**src/rtl/joy_db15_serial.sv**
```systemverilog
// DB15 arcade stick reader for the UserIO serial adapter: drives the parallel-load
// shift register chain, shifts in 32 bits per frame and publishes two 16-bit stick words.
module joy_db15_serial #(
  parameter int CLK_DIV   = 250,
  parameter int GAP_TICKS = 134,
  parameter int FILTER    = 1
) (
  input  logic        clk,
  input  logic        reset,
  input  logic        JOY_DATA,
  output logic        JOY_CLK,
  output logic        JOY_LOAD,
  output logic [15:0] joystick1,
  output logic [15:0] joystick2,
  output logic        frame_valid,
  output logic        present
);

  localparam int DW = (CLK_DIV > 2) ? $clog2(CLK_DIV) : 1;
  localparam int TW = $clog2(GAP_TICKS + 3);

  typedef enum logic [2:0] {
    S_IDLE, S_LOAD, S_LO, S_HI, S_GAP
  } state_t;

  state_t          state, state_n;
  logic [DW-1:0]   div;
  logic            tick;
  logic [TW-1:0]   tcnt, tcnt_n;
  logic [4:0]      k, k_n;
  logic            sample, capture;
  logic [31:0]     sh, prev;

  assign tick = (div == DW'(CLK_DIV - 1));

  always_comb begin
    state_n = state;
    tcnt_n  = tcnt;
    k_n     = k;
    sample  = 1'b0;
    capture = 1'b0;
    if (tick) begin
      case (state)
        S_IDLE: begin
          state_n = S_LOAD;
          tcnt_n  = '0;
        end
        S_LOAD: begin
          if (tcnt == TW'(1)) begin
            state_n = S_LO;
            tcnt_n  = '0;
            k_n     = '0;
          end else begin
            tcnt_n = tcnt + TW'(1);
          end
        end
        S_LO: begin
          sample  = 1'b1;
          state_n = S_HI;
        end
        S_HI: begin
          if (k == 5'd31) begin
            state_n = S_GAP;
            capture = 1'b1;
            tcnt_n  = '0;
          end else begin
            k_n     = k + 5'd1;
            state_n = S_LO;
          end
        end
        S_GAP: begin
          if (tcnt == TW'(GAP_TICKS - 1)) begin
            state_n = S_LOAD;
            tcnt_n  = '0;
          end else begin
            tcnt_n = tcnt + TW'(1);
          end
        end
        default: state_n = S_IDLE;
      endcase
    end
  end

  always_ff @(posedge clk) begin
    if (reset) begin
      state       <= S_IDLE;
      div         <= '0;
      tcnt        <= '0;
      k           <= '0;
      sh          <= '0;
      prev        <= '0;
      JOY_CLK     <= 1'b0;
      JOY_LOAD    <= 1'b1;
      joystick1   <= '0;
      joystick2   <= '0;
      frame_valid <= 1'b0;
      present     <= 1'b0;
    end else begin
      div         <= tick ? '0 : div + DW'(1);
      state       <= state_n;
      tcnt        <= tcnt_n;
      k           <= k_n;
      // Pin drives follow the next state so they change on the same edge as the FSM.
      JOY_CLK     <= (state_n == S_HI);
      JOY_LOAD    <= (state_n != S_LOAD);
      frame_valid <= 1'b0;
      if (sample)
        sh[k] <= ~JOY_DATA;
      if (capture) begin
        if (&sh) begin
          // Data stuck low reads as every button pressed: no adapter plugged in.
          present     <= 1'b0;
          joystick1   <= '0;
          joystick2   <= '0;
          frame_valid <= 1'b1;
          prev        <= '1;
        end else begin
          present <= 1'b1;
          prev    <= sh;
          if (FILTER == 0 || sh == prev) begin
            joystick1   <= sh[15:0];
            joystick2   <= sh[31:16];
            frame_valid <= 1'b1;
          end
        end
      end
    end
  end

endmodule

```
**config.mk**
```make
export PLATFORM = sky130hd
export DESIGN_NAME = joy_db15_serial
export DESIGN_NICKNAME = d
export VERILOG_FILES = /design/src/rtl/joy_db15_serial.sv
export SDC_FILE = /design/constraint.sdc
export NUM_CORES = 1
export LEC_CHECK = 0
export ABC_AREA = 1
export BUFFER_PORTS_ARGS = -buffer_cell sky130_fd_sc_hd__buf_2
export CAP_MARGIN = 10
export CORE_MARGIN = 5
export CORE_UTILIZATION = 60
export DETAILED_ROUTE_END_ITERATION = 10
export PLACE_DENSITY = 0.81
export SLEW_MARGIN = 20
export SYNTH_ARGS = -nofsm -noshare
export SYNTH_HDL_FRONTEND = slang
export SYNTH_SLANG_ARGS = --single-unit
```
**constraint.sdc**
```tcl
create_clock -name clk -period 2.7 [get_ports clk]
set_input_delay 0.135 -clock clk [delete_from_list [all_inputs] [get_ports clk]]
set_output_delay 0.135 -clock clk [all_outputs]
set_load 0.1 [all_outputs]
```
==> Word level (Yosys, flattened, before mapping) <==
Index checks and enable logic that the tools add are counted.
W data, S select, Z words.
{ "totals": {"register_bits": 124, "inputBits": 3, "out_inout_bits": 36, "elab_cells": 72} }
{ "op_classes": {"n_addsub": 3, "n_lt_le_gt_ge": 2, "eq_ne": 14, "mux": 28, "n_bitwise": 2, "n_reduce_logical": 11} }
{ "ops": {"columns": ["cell", "count"], "rows": [
  ["$mux W16", 4],
  ["$bwmux W32", 1],
  ["$eq A32 B32 Y1", 1],
  ["$mux W32", 1],
  ["$pmux W8 S4", 1],
  ["$reduce_and A32 Y1", 1],
  ["$mux W8", 3],
  ["$add A8 B1 Y8 const B", 2],
  ["$eq A8 B8 Y1 const B", 2],
  ["$pmux W3 S5", 1],
  ["$mux W3", 4],
  ["$mux W5", 2],
  ["$pmux W5 S2", 1],
  ["$eq A3 B2 Y1 const B", 3],
  ["$mux W1", 9],
  ["$eq A8 B1 Y1 const B", 1],
  ["$lt A5 B6 Y1 const B", 1],
  ["$ne A2 B2 Y1 const B", 3],
  ["$add A5 B1 Y5 const B", 1],
  ["$demux W1 S5", 1],
  ["$eq A5 B5 Y1 const B", 1],
  ["$ge A5 B1 Y1 const B", 1],
  ["$reduce_and A4 Y1", 1],
  ["$reduce_bool A2 Y1", 2],
  ["other kinds (10)", 12]
]} }

==> Longest topological paths before layout <==
Gate-level depths: netlist (run 1).
{ "logic_depth": {"depth_word": 6, "ltp_mapped": 14, "depth_no_buf": 13} }

==> Worst setup path after synthesis (run 1) <==
No wires, ideal clock.
{ "synth_path": {"path_type": "register to register", "start": "register div[0]", "end": "register joystick1[10]", "setup_ns": 0.132, "t_arrival_ns": 1.784, "t_required_ns": 2.568, "path_slack_ns": 0.784, "path_stages_with_launch": 11, "n_path_buf": 2, "period_less_slack_ns": 1.916, "path_cell_list": "dfxtp_1 ha_1 inv_1 nor4_4 inv_2 nor2_1 buf_4 nand2_2 buf_2 nand2_1 a21oi_1"} }
{ "synth_via": {"elab_chain_len": 3} }
{ "synth_rtl": {"columns": ["item", "line_no", "rtl"], "rows": [
  ["from (decl)", "27", "logic [DW-1:0] div;"],
  ["from (signal assigned)", "99", "div <= tick ? '0 : div + DW'(1);"],
  ["$eq A8 B8 Y1", "34", "assign tick = (div == DW'(CLK_DIV - 1));"],
  ["$mux W1", "42", "if (tick) begin"],
  ["$reduce_and A2 Y1 (no source line)", null, null],
  ["to (signal assigned)", "121", "joystick1 <= sh[15:0];"],
  ["to (decl)", "13", "output logic [15:0] joystick1,"]
]} }
Every way passes these cells.
A chain may end at the register's enable or synchronous reset.

==> Final worst setup path (run 1) <==
{ "layout_path": {"start": "register k[0]", "end": "register prev[3]"} }
{ "layout_via": {"elab_chain_len": 4} }
{ "layout_rtl": {"columns": ["item", "line_no", "rtl"], "rows": [
  ["from (decl)", "30", "logic [4:0] k, k_n;"],
  ["from (signal assigned)", "102", "k <= k_n;"],
  ["$eq A5 B5 Y1", "62", "if (k == 5'd31) begin"],
  ["$mux W1", "62", null],
  ["$mux W1", "43", "case (state)"],
  ["$mux W1", "42", null],
  ["to (signal assigned)", "119", "prev <= sh;"],
  ["to (decl)", "32", "logic [31:0] sh, prev;"]
]} }
Every way passes these cells.

==> results of run 1 <==
synthesized netlist by cell type:
cell type,number
ha_1,9
a31oi_1,1
buf_1,1
buf_2,9
nand2b_1,1
o211ai_1,1
clkbuf_1,29
dfxtp_1,124
inv_2,2
nand4_1,42
a211oi_1,2
nand3b_1,1
buf_4,2
o21ai_1,1
nand2_2,6
nor2_1,69
nand3_1,11
xor2_1,15
xnor2_1,15
nor3_1,79
nor2_2,1
inv_1,96
buf_6,3
nor4_1,1
o21ai_0,25
nor4_4,1
nand2_1,178
nor3b_1,4
a21oi_1,106
layout by cell type (no fill, tap or decap):
| cell | instances |
|---|---|
| nor3_1 | 79 |
| nand2b_1 | 1 |
| inv_2 | 2 |
| a21oi_1 | 106 |
| a31oi_1 | 1 |
| clkinv_4 | 4 |
| inv_1 | 96 |
| buf_12 | 1 |
| clkinv_2 | 3 |
| bufinv_16 | 2 |
| nand2_1 | 178 |
| clkbuf_16 | 16 |
| o21ai_1 | 1 |
| nand3_1 | 11 |
| xnor2_1 | 15 |
| nor3b_1 | 4 |
| nor2_1 | 67 |
| inv_6 | 1 |
| o211ai_1 | 1 |
| a211oi_1 | 2 |
| nor2_2 | 3 |
| clkinvlp_4 | 3 |
| buf_4 | 6 |
| dfxtp_1 | 124 |
| nand2_2 | 6 |
| nand3b_1 | 1 |
| clkbuf_8 | 3 |
| buf_2 | 38 |
| nor4_1 | 1 |
| nor4_4 | 1 |
| o21ai_0 | 25 |
| ha_1 | 9 |
| xor2_1 | 15 |
| nand4_1 | 42 |
power by group:
group	switching, W	internal, W	total [W]	leakage, nW
Clock	0.000856	0.00136	0.00222	0.280
Sequential	0.00000357	0.00183	0.00184	0.999
Combinational	0.0000454	0.0000102	0.0000556	1.38
final timing paths:
path | from | endpoint | cells past startpoint
worst max-delay path | k[0] | prev[3] | 11
worst min-delay path | reset | prev[19] | 4
worst max register to register | k[0] | prev[3] | 11
worst min register to register | joystick2[6] | joystick2[6] | 2
per-stage QoR:
| step | area, um^2 | hold slack, ps | utilization | cells | setup WS, ps |
|---|---|---|---|---|---|
| 4_1_cts | 6680 | 219 | 0.690 | 1001 | 313 |
| 3_5_place_dp | 6100 | 449 | 0.630 | 969 | 355 |
| 6_report | 6680 | 252 | 0.690 | 1001 | 292 |
| 5_1_grt | 6680 | 261 | 0.690 | 1001 | 89.4 |
| 3_3_place_gp | 6100 | 445 | 0.630 | 969 | 448 |
| 2_1_floorplan | 5880 | 433 | - | 835 | 784 |
layout make-up:
type	count	area, um^2
Timing Repair Buffer	45	255
Tap cell	133	166
Multi-Input combinational cell	569	2830
Inverter	98	368
Clock inverter	13	141
Fill cell	781	3000
Sequential cell	124	2480
Clock buffer	19	442
routing by layer:
metal,global-route usage,vias to the layer above
met5,0,-
met4,0.115,0
met3,0.0491,31
met2,0.453,187
met1,0.324,2599
li1,-,2767
flip-flops by register name, summed over array words and instances, names as in the netlist:
signal	cells
JOY_CLK	1
JOY_LOAD	1
div	8
frame_valid	1
joystick1	16
joystick2	16
k	5
present	1
prev	32
sh	32
state	3
tcnt	8
worst max-delay path: stages (launching register included):
cell and delay [ps]:
dfxtp_1 410, ha_1 180, inv_1 70, nor2_1 110, ha_1 180, inv_1 40
nor2_1 90, inv_1 60, nor2_2 240, nand2_1 460, o21ai_0 370, a21oi_1 70
cell families after synthesis:
logic type,share of synthesized area
AOI/OAI and AO/OA,0.117
xor gates and xnor gates,0.0447
adders and majority gates,0.0192
buffers and inverters,0.0977
DFF,0.422
and+or+nand+nor,0.299
==> summary.txt, run 1 <==
Detailed routing
  – Metal-1 WL: 6180 um
  – Drt pass-1 iters: 5
  – DRT Wirelength: 14600 um
  – Highest metal used: met4
  – Met2 WL post-DR: 7220 um
  – Antenna-violating nets left: 0
  – Met3 WL: 848 um
  – WL/cell: 14.6 um
  – DRC: 0
  – Iter 0 DRT Violations: 480
  – Routed vias/inst: 5.58
  – Vias: 5584

Critical path
  – Crit path arrival time: 2800 ps
  – Worst Setup Start Kind: flop
  – CP required: 3090 ps
  – CP Max Fanout: 21
  – CP Capture Type: flop
  – R2r setup slk: 290 ps
  – Setup Crit Path Kind: flop to flop

Place
  – Port bufs: 38
  – RD Place Congestion: 0.855
  – DP HPWL: 9600 um

Flow run
  – Max-cap viol count: 0

Timing
  – Slew margin rel.: 0.363
  – Fin. Hold Viols: 0
  – Upper clock frequency limit: 415 MHz
  – Fin. max-slew vios: 0
  – Worst Skew: 13.4 ps
  – Fin crit share: 0.892
  – Total negative setup slack: 0 ps
  – Fin crit period: 2410 ps
  – Actual slew at the worst max-slew pin: 955 ps
  – Final setup fails: 0
  – RSZ-0062 raised after global routing: no

Clocking
  – Root Buffer Master: clkbuf_8
  – Clk sinks: 124
  – H-tree depth: 4
  – CTS buffer count: 17
  – CTS tree: yes
  – Clock Path Buffers: 2
  – Skew-Pair Late Insertion Delay: 530 ps
  – Clock slew at the register clock pins of the worst setup and hold paths: 60 ps
  – Hold-fix buffers, CTS: 0
  – Setup Fix Bufs, Post-CTS: 0
  – Post-cts sizing count: 0

Yosys
  – Post-synth top area share: 0.422
  – #FFs+latches synth: 124
  – Synthesis Warnings: 0
  – Mapped Area: 5880 um^2
  – Cell taking the most area after synthesis: dfxtp_1
  – Sequential fraction of the synthesis area: 0.422
  – Mapped Avg Cell Area: 7.04 um^2
  – Post-synthesis net count: 847
  – Netlist cell types: 29
  – Largest cells by area after synthesis: dfxtp_1, nand2_1, a21oi_1
  – Post-Syn Instances: 835

Floorplan
  – Die height: 109 um
  – Starting Density: 0.607
  – Die Area: 11900 um^2
  – Die Wd: 109 um
  – Core Region: 9680 um^2
  – Ports: 39
  – Row cnt: 36

Finish
  – Ant diodes: 0
  – Area grow syn2layout: 13.7%
  – Final net count: 867
  – Layout cells sized above 1: 0.103

Global route
  – Pin count of the biggest net entering global routing: 81
  – First-pass GRT wire length: 25000 um
  – Grt total ovfl: 0
  – Number of global-route vias before repair: 5445
  – Initial antenna violation count: 0
  – GRT Util Overall: 0.265

Power and ir drop
  – Final Power: 0.00411 W
  – Peak supply drop: 0.000493 V
  – Leak: 2.66 nW
  – PwrDens: 616 nW/um^2

Min path
  – Class of the worst hold path: input pin to flop

Run status
  – Status: complete, no violations
Power figures use the tool's default switching activity.
==> run 2: changes to the inputs <==
Settings changed: CAP_MARGIN 10 to not set, CORE_ASPECT_RATIO set to 1.75.
==> run 2 against run 1 <==
Hold slack better by 130 ps; highest routed layer unchanged; sequential share of layout area is 0.091 points higher; clock power is 5% lower; worst setup slack better by 60 ps; cell area is 0.24% lower; count of clock-buffer cells in the layout is 8 higher; clock skew is 5.6 ps lower; global-route usage is 0.84 points lower.
==> summary.txt, run 2 (synthesized netlist as in run 1, its figures left out) <==
Run status
  – Status: complete, no violations

Clocking
  – Post-cts sizing count: 0
  – CTS tree: yes
  – Clock slew at the register clock pins of the worst setup and hold paths: 50 ps
  – Skew-Pair Late Insertion Delay: 420 ps
  – Clk sinks: 124
  – Root Buffer Master: clkbuf_16
  – CTS buffer count: 17
  – Setup Fix Bufs, Post-CTS: 0
  – H-tree depth: 4
  – Hold-fix buffers, CTS: 0
  – Clock Path Buffers: 2

Global route
  – Grt total ovfl: 0
  – Pin count of the biggest net entering global routing: 81
  – GRT Util Overall: 0.256
  – Initial antenna violation count: 0
  – First-pass GRT wire length: 24800 um
  – Number of global-route vias before repair: 5352

Timing
  – Actual slew at the worst max-slew pin: 952 ps
  – RSZ-0062 raised after global routing: no
  – Slew margin rel.: 0.365
  – Upper clock frequency limit: 426 MHz
  – Fin crit period: 2350 ps
  – Fin. Hold Viols: 0
  – Fin crit share: 0.869
  – Fin. max-slew vios: 0
  – Worst Skew: 7.82 ps
  – Total negative setup slack: 0 ps
  – Final setup fails: 0

Finish
  – Final net count: 871
  – Commonest non-fill, non-tap cell in the layout: nand2_1
  – Layout cells sized above 1: 0.103
  – Largest regs: prev (32), sh (32)
  – Util after Layout: 0.700
  – Ant diodes: 0
  – Most frequent cells in the layout: nand2_1, dfxtp_1, a21oi_1
  – Area grow syn2layout: 13.4%
  – Layout Cells excl Fill: 994

Critical path
  – CP Max Fanout: 9
  – Worst Setup Start Kind: flop
  – Max incr delay on CP: 390 ps
  – CP Capture Type: flop
  – RR Startpoint: div[0]
  – Setup Crit Path Kind: flop to flop
  – CP required: 2960 ps
  – CP startpoint: div[0]
  – CP cell instances: ha_1 -> inv_1 -> nor4_4 -> buf_4 -> nand2_1 -> nor2_2 -> inv_1 -> nor3_1 -> nor3_1
  – Crit path arrival time: 2610 ps
  – CP max-delay cell: nor2_2

Detailed routing
  – Vias: 5658
  – DRC: 0
  – Iter 0 DRT Violations: 553
  – Highest metal used: met4
  – Routed vias/inst: 5.69
  – Met3 WL: 760 um
  – Met2 WL post-DR: 7950 um
  – WL/cell: 15.3 um
  – Drt pass-1 iters: 5
  – DRT Wirelength: 15200 um
  – Metal-1 WL: 5730 um
  – Antenna-violating nets left: 0

Floorplan
  – Row cnt: 47
  – Die Area: 12000 um^2
  – Die Wd: 84.8 um
  – Starting Density: 0.617
  – Core Region: 9530 um^2
  – Die height: 141 um
  – Ports: 39

Min path
  – Class of the worst hold path: input pin to flop
  – Worst Hold Launch: reset

Place
  – Port bufs: 38
  – DP HPWL: 10400 um
  – RD Place Congestion: 0.899
  – Dpl cells: 962

Power and ir drop
  – Peak supply drop: 0.000572 V
  – Leak: 2.67 nW
  – PwrDens: 601 nW/um^2

Flow run
  – Max-cap viol count: 0
==> run 2: cell types whose count changed in the layout (fill, tap and decap cells not counted), sizes merged <==
cell,before,now
bufinv,2,0
inv,99,98
clkbuf,19,27
buf,45,49
clkinvlp,3,2
clkinv,7,3
==> run 2: path summary, 6_finish.rpt <==
| path | endpoint | slack [ps] | depth (start not counted) |
|---|---|---|---|
| hold / removal | frame_valid | 380 | 3 |
| hold reg to reg | joystick1[2] | 460 | 2 |
| setup / recovery | sh[15] | 350 | 9 |
| setup reg to reg | sh[15] | 350 | 9 |
==> run 2: report_power, final <==
part	leakage (nW)	internal (W)	total [W]	switching, W
Combinational	1.40	0.00000942	0.0000531	0.0000437
Clock	0.275	0.00134	0.00212	0.000777
Sequential	0.999	0.00184	0.00184	0.00000321
Total	2.67	0.00318	0.00401	0.000824
==> run 2: area by class of cell <==
| type | instances | area, um^2 |
|---|---|---|
| inverters | 98 | 368 |
| flip-flops and latches | 124 | 2480 |
| clock inverters | 5 | 30.0 |
| multi-input cells | 569 | 2830 |
| clock buffers | 27 | 533 |
| well taps | 122 | 153 |
| repair buffers | 49 | 273 |
| fillers | 768 | 2860 |
==> run 2: routing by layer <==
layer,up-vias,track usage
li1,2770,-
met1,2624,0.267
met2,208,0.462
met3,56,0.0520
met4,0,0.156
met5,-,0
==> run 2: critical path, delay by kind of cell (launching register included) <==
family / cells / cell delay (ps)
and+or+nand+nor: 5 / 1110
buffers and inverters: 3 / 540
DFF: 1 / 380
adders and majority gates: 1 / 160
==> run 2: metrics by stage <==
stage          total power, W  setup WS, ps  hold WS, ps  cell area, um^2
2_1_floorplan         0.00192           784          433             5880
3_3_place_gp          0.00193           388          444             6100
3_5_place_dp          0.00193           290          451             6100
4_1_cts               0.00401           256          401             6660
5_1_grt               0.00411          86.9          442             6660
6_report              0.00401           352          384             6660
==> run 3: changes to the inputs <==
Settings changed: SKIP_CTS_REPAIR_TIMING set to 1.
Clock period 2.7 ns to 2.9 ns, I/O delays scaled along.
==> run 3 against run 2 <==
Utilization shrank 0.32 points; non-clock buffer count shrank 2; via count grew 0.42%; combinational power shrank 4.9%; register-to-register slack lost 40 ps; sequential power shrank 7%; count of clock-buffer cells in the layout shrank 7; critical endpoint is now present; largest cell class unchanged; largest power group unchanged.
==> summary.txt, run 3 (synthesized netlist as in run 1, its figures left out) <==
Run status
  – Status: complete, no violations

Timing
  – RSZ-0062 raised after global routing: no
  – Actual slew at the worst max-slew pin: 971 ps
  – Slew margin rel.: 0.352
  – Fin crit share: 0.891
  – Fin. Hold Viols: 0
  – Worst Hold Margin: 400 ps
  – Upper clock frequency limit: 387 MHz
  – Final setup fails: 0
  – Fin crit period: 2580 ps
  – Total negative setup slack: 0 ps
  – Worst Skew: 4.70 ps
  – Fin. max-slew vios: 0

Clocking
  – H-tree depth: 4
  – Clk sinks: 124
  – CTS tree: yes
  – Clock slew at the register clock pins of the worst setup and hold paths: 50 ps
  – Skew-Pair Late Insertion Delay: 410 ps
  – Root Buffer Master: clkbuf_16
  – CTS buffer count: 17
  – Clock Path Buffers: 2

Global route
  – Grt total ovfl: 0
  – M3 GR Usage: 0.0566
  – Initial antenna violation count: 0
  – GRT met1 Usage: 0.263
  – Pin count of the biggest net entering global routing: 81
  – Grt met2 use: 0.479
  – Global route hottest layer: met2
  – Number of global-route vias before repair: 5385
  – GRT Util Overall: 0.259
  – First-pass GRT wire length: 24900 um

Floorplan
  – Die Wd: 84.8 um
  – Die Area: 12000 um^2
  – Ports: 39
  – Starting Density: 0.617
  – Row cnt: 47
  – Core Region: 9530 um^2
  – Die height: 141 um

Power and ir drop
  – Peak supply drop: 0.000526 V
  – Logic pwr share: 0.014
  – PwrDens: 557 nW/um^2
  – Clock power share: 0.523
  – Sequential Power Share: 0.463
  – Int Pwr: 0.00291 W
  – Net Switching: 0.000788 W
  – Sw Ratio: 0.213
  – Leak: 2.64 nW

Critical path
  – CP Max Fanout: 33
  – Most used cell, CP: inv_1
  – Crit path arrival time: 2840 ps
  – CP cell instances: ha_1 -> inv_1 -> nor2_1 -> ha_1 -> inv_1 -> nor2_1 -> inv_1 -> nor2_2 -> inv_2 -> nand2_1 -> a21oi_1
  – CP required: 3150 ps
  – Max incr delay on CP: 540 ps
  – CP Capture Type: flop
  – Setup Crit Path Kind: flop to flop
  – CP max-delay cell: nor2_2
  – Worst Setup Start Kind: flop

Detailed routing
  – Routed vias/inst: 5.73
  – WL/cell: 15.4 um
  – DRT Wirelength: 15300 um
  – Drt pass-1 iters: 6
  – Antenna-violating nets left: 0
  – Vias: 5682
  – DRC: 0
  – Iter 0 DRT Violations: 527

Finish
  – Util after Layout: 0.696
  – Commonest non-fill, non-tap cell in the layout: nand2_1
  – Number of fill cells: 792
  – Layout cells sized above 1: 0.101
  – Final net count: 869
  – Largest regs: prev (32), sh (32)
  – Layout Cells excl Fill: 992
  – Most frequent cells in the layout: nand2_1, dfxtp_1, a21oi_1
  – Area grow syn2layout: 12.9%
  – Ant diodes: 0

Min path
  – Class of the worst hold path: input pin to flop

Place
  – DP HPWL: 10700 um
  – RD Place Congestion: 0.898
  – Port bufs: 38
  – Dpl cells: 960

Flow run
  – Max-cap viol count: 0
run 3: cell types whose count changed in the layout (fill, tap and decap cells not counted), sizes merged:
cell,previous run,this run
buf,49,47
bufinv,0,1
clkbuf,27,20
clkinv,3,7
clkinvlp,2,4
run 3: per-stage QoR:
stage               setup slack [ps]  power (W)  area, um^2
floorplan                        984    0.00179        5880
global placement                 498    0.00180        6080
detailed placement               389    0.00180        6080
CTS                              332    0.00371        6630
global route                    71.7    0.00380        6630
finish                           316    0.00369        6630
run 3: worst max-delay path, delay by kind of cell (launching register included):
kind | cells | cell delay (ps)
AND/OR/NAND/NOR | 4 | 920
buffers and inverters | 4 | 660
flip-flops | 1 | 400
adder cells (fa/ha/maj) | 2 | 360
AO/OA/AOI/OAI | 1 | 90
run 3: layout make-up:
| type | instances | area, um^2 | share of cell area |
|---|---|---|---|
| Clock buffer | 20 | 447 | 0.0673 |
| Sequential cell | 124 | 2480 | 0.374 |
| Inverter | 98 | 368 | 0.0555 |
| Timing Repair Buffer | 47 | 258 | 0.0389 |
| Clock inverter | 12 | 98.8 | 0.0149 |
| Multi-Input combinational cell | 569 | 2830 | 0.426 |
| Tap cell | 122 | 153 | 0.0230 |
run 3: metal layers:
metal | share of wire | wire length, um
met1 | 0.36 | 5580
met5 | 0 | 0
met2 | 0.54 | 8280
met3 | 0.047 | 712
met4 | 0.048 | 729
run 3: power by group through the flow:
stage	Sequential, W	Clock, W	Combinational, W
after CTS	0.00171	0.00195	0.0000496
after global placement	0.00175	0	0.0000480
final	0.00171	0.00193	0.0000505
after detailed placement	0.00175	0	0.0000497
after global routing	0.00171	0.00203	0.0000572
after floorplan	0.00175	0	0.0000394
run 3: final timing paths:
kind,slack (ps),start,depth (start not counted),end
max reg2reg,320,k[0],11,present
max,320,k[0],11,present
min reg2reg,460,joystick1[14],2,joystick1[14]
min,400,reset,3,frame_valid
